### src/rtl/ehgu_rr_arb.sv
// ehgu_rr_arb: round-robin arbiter with grant hold, idle gap between owners and watchdog timeout
module ehgu_rr_arb #(
    parameter int NUM_REQ  = 4,
    parameter int MAX_HOLD = 16,
    parameter int ID_W     = $clog2(NUM_REQ)
) (
    input  logic               clk,
    input  logic               rst,
    input  logic [NUM_REQ-1:0] req,
    output logic [NUM_REQ-1:0] gnt,
    output logic               gnt_vld,
    output logic [ID_W-1:0]    gnt_id,
    output logic               timeout,
    output logic               busy
);
    localparam int HW = (MAX_HOLD == 0) ? 1 : $clog2(MAX_HOLD + 1);

    typedef enum logic [1:0] {IDLE, GRANT, RELEASE} state_t;

    state_t             state, state_n;
    logic [ID_W-1:0]    last_ptr, win;
    logic [HW-1:0]      hold_cnt;
    logic [NUM_REQ-1:0] block_mask, elig;
    logic               found, owner_req, expire, revoke;

    assign elig      = req & ~block_mask;
    assign owner_req = req[gnt_id];
    assign expire    = (MAX_HOLD != 0) && (hold_cnt == HW'(MAX_HOLD));
    assign revoke    = (state == GRANT) && owner_req && expire;
    assign gnt_vld   = |gnt;
    assign busy      = state != IDLE;

    // Rotating priority search starting just after the last owner; the smallest offset wins
    always_comb begin
        win   = '0;
        found = 1'b0;
        for (int k = NUM_REQ; k >= 1; k--) begin
            if (elig[(int'(last_ptr) + k) % NUM_REQ]) begin
                win   = ID_W'((int'(last_ptr) + k) % NUM_REQ);
                found = 1'b1;
            end
        end
    end

    // Next state: an owner drop beats a timeout, and RELEASE always returns to IDLE
    always_comb begin
        state_n = state;
        state_n = (state == IDLE)  ? (found ? GRANT : IDLE) :
                  (state == GRANT) ? ((!owner_req || expire) ? RELEASE : GRANT) : IDLE;
    end

    // Grant, ownership bookkeeping and timeout mask registers
    always_ff @(posedge clk) begin
        if (rst) begin
            state      <= IDLE;
            gnt        <= '0;
            gnt_id     <= '0;
            timeout    <= 1'b0;
            last_ptr   <= ID_W'(NUM_REQ - 1);
            hold_cnt   <= '0;
            block_mask <= '0;
        end else begin
            state      <= state_n;
            timeout    <= revoke;
            block_mask <= (block_mask & req) | (revoke ? NUM_REQ'(1) << gnt_id : '0);
            if (state == IDLE && found) begin
                gnt      <= NUM_REQ'(1) << win;
                gnt_id   <= win;
                last_ptr <= win;
                hold_cnt <= HW'(1);
            end else if (state == GRANT && (!owner_req || expire)) begin
                gnt <= '0;
            end else if (state == GRANT && hold_cnt != '1) begin
                hold_cnt <= hold_cnt + HW'(1);
            end
        end
    end
endmodule

### config.mk
export PLATFORM = sky130hd
export DESIGN_NAME = ehgu_rr_arb
export DESIGN_NICKNAME = d
export VERILOG_FILES = /design/src/rtl/ehgu_rr_arb.sv
export SDC_FILE = /design/constraint.sdc
export NUM_CORES = 1
export LEC_CHECK = 0
export CAP_MARGIN = 0
export CORE_MARGIN = 2
export CORE_UTILIZATION = 45
export CTS_BUF_LIST = sky130_fd_sc_hd__clkbuf_16
export DETAILED_ROUTE_END_ITERATION = 10
export PLACE_DENSITY = 0.79
export SETUP_SLACK_MARGIN = 0.15
export SLEW_MARGIN = 25
export SYNTH_ARGS = -nofsm -noshare
export SYNTH_HDL_FRONTEND = slang
export SYNTH_SLANG_ARGS = --single-unit
### constraint.sdc
create_clock -name clk -period 2.5 [get_ports clk]
set_input_delay 0.625 -clock clk [delete_from_list [all_inputs] [get_ports clk]]
set_output_delay 0.625 -clock clk [all_outputs]
set_load 0.01 [all_outputs]
Word level (Yosys, flattened, before mapping)

Index checks and enable logic that the tools add are counted.

Register bits after elaboration: 20
Output and inout port bits: 9
Word-level logic and storage cells: 84

Add/subtract/negate cells: 5
Order comparisons: 5
Eq/ne operators: 4
Shift operators: 2
Multiplexer cells: 32
Bitwise gates (word level): 9
Reductions and logical operators: 19

Operators by type and width:

| operator                                                              | count |
|---|---|
| 1-bit two-way mux                                                     | 17 |
| 3-bit by 4-bit < comparator with 1-bit output, second input constant  | 4 |
| 2-bit two-way mux                                                     | 7 |
| 4-bit two-way mux                                                     | 3 |
| 1-bit binary-select mux with 2-bit select                             | 5 |
| 2-bit OR reduction                                                    | 5 |
| 4-bit bitwise AND                                                     | 2 |
| 1-bit by 2-bit left shift with 4-bit output, first input constant     | 2 |
| 2-bit nonzero test                                                    | 3 |
| 5-bit by 1-bit adder with 5-bit output, second input constant         | 1 |
| 5-bit equality test, second input constant                            | 1 |
| 1-bit logical AND                                                     | 5 |
| 5-bit != test, second input constant                                  | 1 |
| 2-bit by 1-bit adder with 2-bit output, second input constant         | 2 |
| 2-bit adder, second input constant                                    | 2 |
| 1-bit bitwise AND, first input constant                               | 4 |
| 4-bit NOT                                                             | 1 |
| 4-bit OR                                                              | 1 |
| 2-bit AND reduction                                                   | 2 |
| 4-bit OR reduction                                                    | 1 |
| 2-bit by 3-bit < comparator with 1-bit output, second input constant  | 1 |
| 2-bit by 1-bit equality test with 1-bit output, second input constant | 1 |
| 2-bit zero test                                                       | 1 |
| 2-bit != test, second input constant                                  | 1 |
| other kinds (3)                                                       | 3 |

Depth between registers and ports, before layout

Depth after elaboration: 13
Mapped depth: 7
Depth with buffers taken out: 7

Worst setup path after synthesis

OpenSTA, ideal clock, no wires.

Kind: input-to-reg
Start point: input req[1]
End point: register gnt[0]
Setup time: 117 ps
Arrival time: 1773 ps
Required time: 2383 ps
Path slack: 610 ps
Cell stages on the path: 5
Buffers on the path: 1
Cells stage by stage: nor2b_1 -> buf_2 -> o41ai_2 -> nor2_1 -> a32o_1

Cells in the longest elaborated chain, start to end: 10
Elaborated cells on any way between the ends: 30

RTL lines:

| item                                                                                    | line   | text |
|---|---|---|
| from (decl)                                                                             | 9      | `input logic [NUM_REQ-1:0] req,` |
| 4-bit bitwise AND                                                                       | 26     | `assign elig = req & ~block_mask;` |
| 1-bit binary-select mux with 2-bit select                                               | 38     | `if (elig[(int'(last_ptr) + k) % NUM_REQ]) begin` |
| 1-bit two-way mux (not written as such) (2 in a row)                                    | 38     |  |
| 2-bit two-way mux / 1-bit two-way mux (equally long branches) (4 in a row)              | 38     |  |
| 1-bit by 2-bit left shift with 4-bit output / 1-bit logical AND (equally long branches) | 67, 66 |  |
| 4-bit two-way mux / 2-bit nonzero test (equally long branches)                          | -      |  |
| to (signal assigned)                                                                    | 67     | `gnt <= NUM_REQ'(1) << win;` |
| to (decl)                                                                               | 10     | `output logic [NUM_REQ-1:0] gnt,` |

Parallel ways exist; a longest one is shown, timed or not. The select of a mux whose other input is x is not followed.
A chain may end at the register's enable or synchronous reset.

Worst setup path in the final report

Start point: register gnt[1]
End point: output gnt_vld

Cells in the longest elaborated chain, start to end: 1

RTL lines:

| item               | line | text |
|---|---|---|
| 4-bit OR reduction | 30   | `assign gnt_vld = \|gnt;` |
| to (decl)          | 11   | `output logic gnt_vld,` |

No other way between the ends.

==> out/results.txt <==
Slew Limit Headroom: 66.0%
Hold Fails Final Rpt: 0
Reg clk slew, reported paths: 0.06 ns
Synth area leader: dfxtp_1
total of max-cap violations: 0
CP top delay family: simple AND/OR/NAND/NOR gates
gpl congestion: 0.853
Post-synth EDFFs: 0
most common cell after layout, fill and taps aside: dfxtp_1
Worst path max stage delay: 0.52 ns
Critical Path AT: 1.62 ns
setup TNS: 0 ns
switching share of power: 28.2%
Inst Count DP: 148
Worst-Margin Slew: 0.508 ns
post-synth net total: 115
Max clock buf depth: 2
worst skew pair latency: 0.25 ns
WP buf/inv: 1
DRC viols: 0
clk_skew: 0.00207 ns
FF+latch count, synth: 20
internal power: 0.666 mW
clk root buf: clkbuf_16
commonest cells after routing, fill and taps aside: dfxtp_1 (20), clkdlybuf4s50_1 (14), nand2_1 (12)
routed length per instance: 15.3 um
DR iter-0 viols: 17
Hold Buf Count CTS: 0
worst min path class: reg -> reg
starting density of the core: 46.8%
status: completed
sequential-to-total area share from yosys stat: 39.4%
slowest CP cell: or4_1
Core Area: 2170 sq um
Synth Instances: 106
# setup viols final: 0
Congestion Overflow GR: 0
Ant. Diodes: 0
hpwl dp: 1700 um
die area: 2650 sq um
cts repair resizes: 0
type of origin of the critical path: register
layout cells sized above 1: 9.76%
Die Y: 51.5 um
Place WS: 0.110 ns
WS Path Type: reg -> out
pwr/cell area: 733 nW/um^2
CP Max Fanout: 3
pin count of the biggest net entering global routing: 13
Post-Syn Area per Cell: 9.58 sq um
Synth Flop Type: dfxtp_1
Clk pwr share: 35.8%
Tot GR Track Use: 20.5%
post-synth top area share: 39.4%
RSZ-0062 raised after global routing: no
via count: 887
crit share post-route: 89.6%
final non-filler cell total: 151
Final nets: 134
Port Buffer Count: 14
Power, Total: 0.927 mW
Post-CTS Setup Bufs: 0
via density per instance: 5.87
initial antenna violation count: 0
fmax: 446 MHz
minimum clock period: 2.24 ns
Die Wd: 51.5 um
Post-Syn Area: 1020 sq um
Leak: 0.483 nW
Max Slew Vio Count: 0
antenna violation net count after detailed routing: 0
synth-to-layout area growth: 24.5%
top cells by area, synth: dfxtp_1 (39%), nand2_1 (4.4%), ha_1 (3.7%), nor2b_1 (3.7%), a21oi_1 (3.0%)
H-tree Lvls: 1
setup ws final: 0.260 ns
IO Count: 15
CTS buffer count: 3
# rows: 17
Worst EP required: 1.88 ns
CTS sink cnt: 20
Reg power frac: 39.9%
Pre-antenna DRT Iters: 4
vias in the first global route: 866
YS warnings: 0
CP Cell Sequence: or4_1 > clkdlybuf4s50_1
logic gate share of total power: 24.3%
async set-or-reset flop fraction in the synthesized netlist: 0%
element type at the critical path end: output pin
Peak VDD IR: 0.000408 V
first-pass GRT wire length: 3970 um
TritonCTS clock tree: yes
sw power: 0.261 mW
Synth cell types: 40
routed wire length: 2310 um
==> layout make-up <==
class	count	area, sq um
Sequential cell	20	400
Fill cell	201	905
Multi-Input combinational cell	78	577
Timing Repair Buffer	16	155
Tap cell	28	35.0
Inverter	6	22.5
Clock buffer	3	75.1
==> through the flow <==
step / util [%] / area (sq um) / hold WS (ns)
finish: 58.3 / 1260 / 0.490
global route: 58.3 / 1260 / 0.503
floorplan: - / 1020 / 0.444
CTS: 58.3 / 1260 / 0.487
detailed placement: 54.8 / 1190 / 0.475
global placement: 54.8 / 1190 / 0.456
==> sequential cells by signal (all words and copies together), names as in the netlist <==
name / count
block_mask: 4
timeout: 1
last_ptr: 2
gnt: 4
gnt_id: 2
hold_cnt: 5
state: 2
==> tightest hold or removal path: cells and delay by family (launching register included) <==
| family | cells | cell delay (ns) |
|---|---|---|
| and+or+nand+nor | 1 | 0.05 |
| DFF | 1 | 0.32 |
| AOI/OAI and AO/OA | 1 | 0.07 |
==> layer usage <==
layer	track usage, %	wire, um	vias up
met5	0	0	-
met4	11.0	56	0
met1	26.1	1060	424
met3	4.89	113	5
li1	-	-	429
met2	32.1	1080	29
==> worst paths after layout <==
path | from | endpoint | slack (ns) | cells after the start
max | gnt[1] | gnt_vld | 0.26 | 2
min | block_mask[3] | block_mask[3] | 0.49 | 2
max reg2reg | hold_cnt[0] | hold_cnt[3] | 0.40 | 7
min reg2reg | block_mask[3] | block_mask[3] | 0.49 | 2
==> cells in the mapped netlist (3+ instances only) <==
master    count
nand2_1      12
o21ai_0       4
nand2b_1      3
a21oi_1       6
nor2b_1       6
nor2_1        6
dfxtp_1      20
ha_1          3
inv_1         6
nand3_1       3
==> power groups by stage <==
stage,clock network [mW],registers [mW],logic (mW)
floorplan,0,0.376,0.134
global route,0.342,0.374,0.247
finish,0.332,0.370,0.225
global placement,0,0.375,0.216
CTS,0.332,0.370,0.226
detailed placement,0,0.376,0.223
==> logic make-up after synthesis <==
family	count (synthesis)	synth area share [%]
flops	20	39.4
buf+inv	8	3.82
compound gates	27	20.0
mux	3	4.19
fa+ha+maj	3	3.69
xor+xnor	2	1.72
simple gates	43	27.2
(Power assumes the default switching activity.)
